**config.mk**
```make
export PLATFORM = sky130hd
export DESIGN_NAME = serial_link_slave
export DESIGN_NICKNAME = d
export VERILOG_FILES = /design/src/rtl/serial_link_slave_pkg.sv /design/src/rtl/serial_sync_edge.sv /design/src/rtl/serial_link_slave.sv
export SDC_FILE = /design/constraint.sdc
export NUM_CORES = 1
export LEC_CHECK = 0
export ABC_AREA = 1
export ABC_CLOCK_PERIOD_IN_PS = 1700
export BUFFER_PORTS_ARGS = -buffer_cell sky130_fd_sc_hd__buf_4
export CAP_MARGIN = 0
export CORE_ASPECT_RATIO = 1.75
export CORE_MARGIN = 4
export CORE_UTILIZATION = 40
export DETAILED_ROUTE_END_ITERATION = 7
export PLACE_DENSITY = 0.71
export SYNTH_ARGS = -nofsm -noshare
export SYNTH_HDL_FRONTEND = slang
export SYNTH_SLANG_ARGS = --single-unit
```
**constraint.sdc**
```tcl
create_clock -name clk -period 1.7 [get_ports clk]
set_input_delay 0.425 -clock clk [delete_from_list [all_inputs] [get_ports clk]]
set_output_delay 0.425 -clock clk [all_outputs]
set_load 0.02 [all_outputs]
```
**src/rtl/serial_link_slave_pkg.sv**
```systemverilog
// Shared constants for the serial link responder: register addresses,
// FSM state encoding and SC bit positions.
package serial_link_slave_pkg;

  localparam logic [15:0] ADDR_SB = 16'hFF01;
  localparam logic [15:0] ADDR_SC = 16'hFF02;

  localparam int SC_START_BIT  = 7;
  localparam int SC_CLKSEL_BIT = 0;

  typedef enum logic {
    ST_IDLE  = 1'b0,
    ST_SHIFT = 1'b1
  } link_state_t;

endpackage

```
**src/rtl/serial_sync_edge.sv**
```systemverilog
// Multi-flop synchronizer with edge detection on the synchronized level.
// The chain resets to 1 because the link idles high.
module serial_sync_edge #(
  parameter int SYNC_STAGES = 2
) (
  input  logic clk,
  input  logic rst,
  input  logic i_d,
  output logic o_level,
  output logic o_rise,
  output logic o_fall
);

  logic [SYNC_STAGES-1:0] r_sync;
  logic                   r_prev;

  // Synchronizer chain plus one-cycle-delayed copy for edge compare
  always_ff @(posedge clk) begin
    if (rst) begin
      r_sync <= '1;
      r_prev <= 1'b1;
    end else begin
      r_sync <= {r_sync[SYNC_STAGES-2:0], i_d};
      r_prev <= r_sync[SYNC_STAGES-1];
    end
  end

  assign o_level = r_sync[SYNC_STAGES-1];
  assign o_rise  = o_level & ~r_prev;
  assign o_fall  = ~o_level & r_prev;

endmodule

```
**src/rtl/serial_link_slave.sv**
```systemverilog
// Serial link responder (external clock only). SB shift register at FF01,
// SC control at FF02. Optional idle-clock abort enabled by defining the
// macro SERIAL_TIMEOUT_EN.
module serial_link_slave
  import serial_link_slave_pkg::*;
#(
  parameter int          SYNC_STAGES    = 2,
  parameter logic [15:0] TIMEOUT_CYCLES = 16'd65535
) (
  input  logic        clk,
  input  logic        rst,
  input  logic [15:0] a,
  output logic [7:0]  dout,
  input  logic [7:0]  din,
  input  logic        rd,
  input  logic        wr,
  output logic        int_serial_req,
  input  logic        int_serial_ack,
  input  logic        sck_in,
  input  logic        sin,
  output logic        sout
);

  link_state_t r_state, w_state_nxt;
  logic [7:0]  r_sb;
  logic        r_start, r_clk_sel;
  logic [2:0]  r_bit_cnt;
  logic        r_int_req, r_sout;
  logic [SYNC_STAGES-1:0] r_sin_sync;

  logic w_sck_s, w_sck_rise, w_sck_fall, w_sin_s;
  logic w_sb_wr, w_sc_wr, w_cpu_wr, w_go, w_active;
  logic w_rise_ok, w_fall_ok, w_done, w_timeout;
  logic w_unused;

  serial_sync_edge #(.SYNC_STAGES(SYNC_STAGES)) u_sck_sync (
    .clk     (clk),
    .rst     (rst),
    .i_d     (sck_in),
    .o_level (w_sck_s),
    .o_rise  (w_sck_rise),
    .o_fall  (w_sck_fall)
  );

  // Plain synchronizer for link data, idle high
  always_ff @(posedge clk) begin
    if (rst) r_sin_sync <= '1;
    else     r_sin_sync <= {r_sin_sync[SYNC_STAGES-2:0], sin};
  end
  assign w_sin_s = r_sin_sync[SYNC_STAGES-1];

  assign w_sb_wr  = wr && (a == ADDR_SB);
  assign w_sc_wr  = wr && (a == ADDR_SC);
  assign w_cpu_wr = w_sb_wr || w_sc_wr;
  assign w_go     = w_sc_wr && din[SC_START_BIT] && !din[SC_CLKSEL_BIT];
  assign w_active = (r_state == ST_SHIFT) && r_start && !r_clk_sel;
  // A CPU write in the same cycle drops the sck edge entirely
  assign w_rise_ok = w_active && w_sck_rise && !w_cpu_wr;
  assign w_fall_ok = w_active && w_sck_fall && !w_cpu_wr;
  assign w_done    = w_rise_ok && (r_bit_cnt == 3'd7);

`ifdef SERIAL_TIMEOUT_EN
  logic [15:0] r_to_cnt;

  // Idle-clock counter: runs mid-byte, restarts on every rising sck edge
  always_ff @(posedge clk) begin
    if (rst || (r_state == ST_IDLE) || w_rise_ok) r_to_cnt <= '0;
    else if ((r_bit_cnt != 3'd0) && !w_timeout)   r_to_cnt <= r_to_cnt + 16'd1;
  end
  assign w_timeout = (r_state == ST_SHIFT) && (r_to_cnt >= TIMEOUT_CYCLES) && !w_cpu_wr;
`else
  // The limit only has meaning with the counter present
  localparam logic [15:0] unused_timeout_cycles = TIMEOUT_CYCLES;
  assign w_timeout = 1'b0;
`endif

  // FSM state register
  always_ff @(posedge clk) begin
    if (rst) r_state <= ST_IDLE;
    else     r_state <= w_state_nxt;
  end

  // FSM next-state: CPU writes take precedence over completion/abort
  always_comb begin
    w_state_nxt = r_state;
    case (r_state)
      ST_IDLE:  if (w_go) w_state_nxt = ST_SHIFT;
      ST_SHIFT: begin
        if (w_sc_wr && !din[SC_START_BIT]) w_state_nxt = ST_IDLE;
        else if (w_done || w_timeout)      w_state_nxt = ST_IDLE;
      end
      default:  w_state_nxt = ST_IDLE;
    endcase
  end

  // Shift register, control bits, bit counter, interrupt and link output
  always_ff @(posedge clk) begin
    if (rst) begin
      r_sb      <= 8'h00;
      r_start   <= 1'b0;
      r_clk_sel <= 1'b0;
      r_bit_cnt <= 3'd0;
      r_int_req <= 1'b0;
      r_sout    <= 1'b0;
    end else begin
      if (w_sb_wr)        r_sb <= din;
      else if (w_rise_ok) r_sb <= {r_sb[6:0], w_sin_s};

      if (w_sc_wr) begin
        r_start   <= din[SC_START_BIT];
        r_clk_sel <= din[SC_CLKSEL_BIT];
      end else if (w_done || w_timeout) begin
        r_start   <= 1'b0;
      end

      if (w_go && (r_state == ST_IDLE)) r_bit_cnt <= 3'd0;
      else if (w_timeout)               r_bit_cnt <= 3'd0;
      else if (w_rise_ok)               r_bit_cnt <= r_bit_cnt + 3'd1;

      if (w_done)                                          r_int_req <= 1'b1;
      else if (int_serial_ack && (r_state == ST_IDLE))     r_int_req <= 1'b0;

      if (r_state == ST_IDLE) r_sout <= r_sb[7];
      else if (w_fall_ok)     r_sout <= r_sb[7];
    end
  end

  // Combinational read mux; unmapped addresses float high
  always_comb begin
    dout = 8'hFF;
    if (a == ADDR_SB)      dout = r_sb;
    else if (a == ADDR_SC) dout = {r_start, 6'b111111, r_clk_sel};
  end

  assign int_serial_req = r_int_req;
  assign sout           = r_sout;
  // Reads have no side effects, and the synchronized sck level is only needed as edges
  assign w_unused       = &{1'b0, rd, w_sck_s};

endmodule
```
# Word-level counts from Yosys, hierarchy flattened
# Index checks and enable logic that the tools add are counted.
[classes]
n_bitwise = 5
n_reduce_logical = 23
muxes = 14
add_sub_neg = 1
n_eq_ne = 4
[ops]
columns = ["operator", "count"]
rows = [
  ["equality test 16 bit (second input constant)", 2],
  ["2-to-1 mux 8 bit", 4],
  ["logical AND 1 bit", 14],
  ["2-to-1 mux 1 bit", 9],
  ["nonzero test 2 bit", 3],
  ["logical NOT 1 bit", 4],
  ["adder 3 x 1 -> 3 bit (second input constant)", 1],
  ["equality test 3 bit (second input constant)", 1],
  ["NOT 1 bit", 3],
  ["AND 1 bit", 2],
  ["!= test 2 x 1 -> 1 bit (second input constant)", 1],
  ["case mux 1 bit (2 select lines)", 1],
  ["OR reduction 2 bit", 1],
  ["logical OR 1 bit", 1],
]
[totals]
input_bits = 31
regBits = 21
output_inout_bits = 10
elab_cells = 57

# Longest topological paths before layout
[depth]
word_depth = 9
mapped_depth = 10
ltp_nobuf = 10

# Modules after synthesis
# Synthesis repeated with hierarchy kept, for this count alone.
[hier_totals]
cells_unflattened = 158
hier_area_um2 = 1094.8
[by_module_without_submodules]
columns = ["module", "instances", "cells_each", "area_per_inst_um2", "seq_area_each_um2"]
rows = [
  ["serial_link_slave", 1, 145, 997.2, 360.3],
  ["serial_sync_edge", 1, 13, 97.6, 60.1],
]

# Worst setup path after synthesis
# OpenSTA, ideal clock, no wires.
[synth_path]
path_kind = "in2out"
from = "in a[5]"
to = "out dout[1]"
arrival_ns = 1.260
path_buffers = 0
required_ns = 1.275
path_slack_ns = 0.015
path_stages = 5
cell_sequence = "nor2_1 nand2_1 nor2_4 nand2_2 or2_2"
[synth_between]
elab_chain_cells = 2
[synth_rtl]
columns = ["element", "line_no", "rtl"]
rows = [
  ["start: declaration", "serial_link_slave.sv:12", "input logic [15:0] a,"],
  ["equality test 16 bit", "serial_link_slave.sv:131", "if (a == ADDR_SB) dout = r_sb;"],
  ["2-to-1 mux 8 bit", "serial_link_slave.sv:131", ""],
  ["end: declaration", "serial_link_slave.sv:13", "output logic [7:0] dout,"],
]
# No other way between the ends.

# Worst setup path in the final report
[layout_path]
from = "in a[6]"
to = "out dout[3]"
# Same word-level chain as after synthesis.

==> metrics.txt <==
largest net degree at the start of global routing 16; synth warn 0; CP peak stage delay roughly 260 ps; Layout area overhead 51.8%; Seq cells post-synth 21; H-tree Lvls 1; hold buffers post-CTS 0; DR iter-0 viols 23; Max-Cap Viols 0; Core Footprint 2690 um2; per-cell routed wire length 12.8 um; leak pwr 0.767 nW; RSZ-0062 raised after global routing true; GR Layer Usage met3 3.48%; ANT nets after route 0; relative slew slack between 70% and 80%; first-pass GRT wire length 4820 um; # rows 25; vias in the first global route 1,116; status finished, violations left; Crit Path Class input pin to primary output; # diodes 0; commonest non-fill, non-tap cells in the layout 34 x buf_4, 30 x nand2_1, 24 x nor2_1; Setup Skew ~2.8 ps; setup violators final 8; global route hottest layer met2; Peak VDD IR around 0.80 mV; total iterations of the first detailed-routing run 3; met2 GRT Util 30.6%; f_max about 560 MHz; Synthesized Nets about 190; Worst Setup Start Kind input pin; critical path arrival about 1400 ps; clk sinks 21; syn avg cell area a little over 7 um2; hold slack 344 ps; grt ovf 0; Remaining DRCs 0; most common cell after layout, fill and taps aside buf_4; I/O Buffers 39; Initial Utilization 41.6%; HPWL after DPL roughly 2200 um; non-filler cells, final ~230; post-layout minimum cycle time 1780 ps; latest clock arrival within the worst-skew pair roughly 260 ps; RePlAce Congestion slightly above 0.8; CTS root buf clkbuf_8; count of final hold-check violations 0; Slew Viols, Final 0; hold crit path type input pin to flip-flop; TritonCTS buffer count 3; die height ~78 um; clk slew on worst S/H paths roughly 70 ps; Tot GR Track Use 17.5%; final wirelength about 3000 um; Place WS -246 ps; post-route setup slack -84.8 ps; Crit-path slowest cell or2_4; proportion of layout cells with a drive suffix above 1 43.5%; Die Width 48.0 um; Via density roughly 4.9; Vias between 1k and 1.5k; sequential-to-total area share from yosys stat roughly 38%; M1 GR Usage a little under a fifth; clock buffer depth 2; failing checks negative setup slack; cell breakdown of the critical path buf_6 > nor2_4 > nand2_4 > nor2_4 > nand2_4 > or2_4 > buf_6; pwr dens 550 nW/um2; CP max FO 5; io pins roughly 40; setup TNS -540 ps; dpl cells 222; Distinct cells, synth 24; Synth Cell Area 1120 um2; CP endpoint kind primary output; layout net count 241; post-layout util between 60% and 70%; period utilisation layout 105%; Fill cells 249; CTS tree done; die area 3740 um2; initial antenna violation count 0; cell count after synthesis around 160; actual slew at the worst max-slew pin between 300 and 400 ps; CP required approximately 1300 ps
==> state kept, by name (all words and copies together) (netlist names) <==
name,flops
int_serial_req,1
r_bit_cnt,3
r_clk_sel,1
r_sb,8
r_sin_sync,2
r_start,1
r_state,1
sout,1
u_sck_sync.r_prev,1
u_sck_sync.r_sync,2
==> final timing paths <==
| check | startpoint | endpoint | slack (ps) | cells after the start |
|---|---|---|---|---|
| min reg2reg | r_sin_sync[0] | r_sin_sync[1] | 420 | 1 |
| max reg2reg | r_state | r_sb[3] | 290 | 6 |
| min | sck_in | u_sck_sync.r_sync[0] | 340 | 2 |
| max | a[6] | dout[3] | -80 | 7 |
==> report_power, final <==
group          switching, mW  internal (mW)
clock                  0.156          0.167
combinational         0.0481         0.0668
sequential           0.00141          0.497
==> critical path: cells and delay by family <==
family,cells,cell delay (ps)
buffers and inverters,2,230
AND/OR/NAND/NOR,5,720
==> stage by stage <==
step	power (mW)	instance area, um2
global placement	0.599	1450
global route	0.984	1700
finish	0.935	1700
floorplan	0.540	1120
detailed placement	0.602	1450
CTS	0.943	1670
==> cell type report <==
type | instances | area [um2] | share of cell area (%)
multi-input combinational | 117 | 711 | 41.8
timing repair buffer | 49 | 428 | 25.2
sequential | 21 | 420 | 24.7
inverter | 16 | 62.6 | 3.68
clock buffer | 4 | 45.0 | 2.65
tap | 27 | 33.8 | 1.99
==> metal layers <==
metal	share of wire, %	vias to the layer above
li1	-	592
met2	56	34
met4	3.0	0
met5	0	-
met3	6.6	10
met1	35	518
==> timing repair <==
action / 4_1_cts / 5_1_grt
resized for setup: 39 / 4
cloned: 1 / 0
setup endpoints to repair: 8 / 8
pin swaps: 15 / 4
buffers inserted: 5 / 2
==> cell families (layout without fill, tap and decap cells) <==
kind of cell / Yosys count / after routing / synth area share, %
xor gates and xnor gates: 1 / 1 / 0.782
DFF: 21 / 21 / 37.5
buffers and inverters: 18 / 69 / 6.70
and+or+nand+nor: 91 / 92 / 41.7
AOI/OAI and AO/OA: 22 / 22 / 11.1
adders and majority gates: 2 / 2 / 2.23
==> Yosys cell counts, drive strengths merged <==
cell type / n / area, um2
nand2: 37 / 141
nor2: 33 / 156
dfxtp: 21 / 420
inv: 16 / 60.1
a21oi: 12 / 60.1
or2: 10 / 62.6
o21ai: 8 / 51.3
nand3: 7 / 70.1
ha: 2 / 25.0
nand4: 2 / 12.5
o22ai: 2 / 12.5
buf: 1 / 11.3
clkbuf: 1 / 3.75
nand3b: 1 / 7.51
nor3: 1 / 16.3
xor2: 1 / 8.76
(Power assumes the default switching activity.)
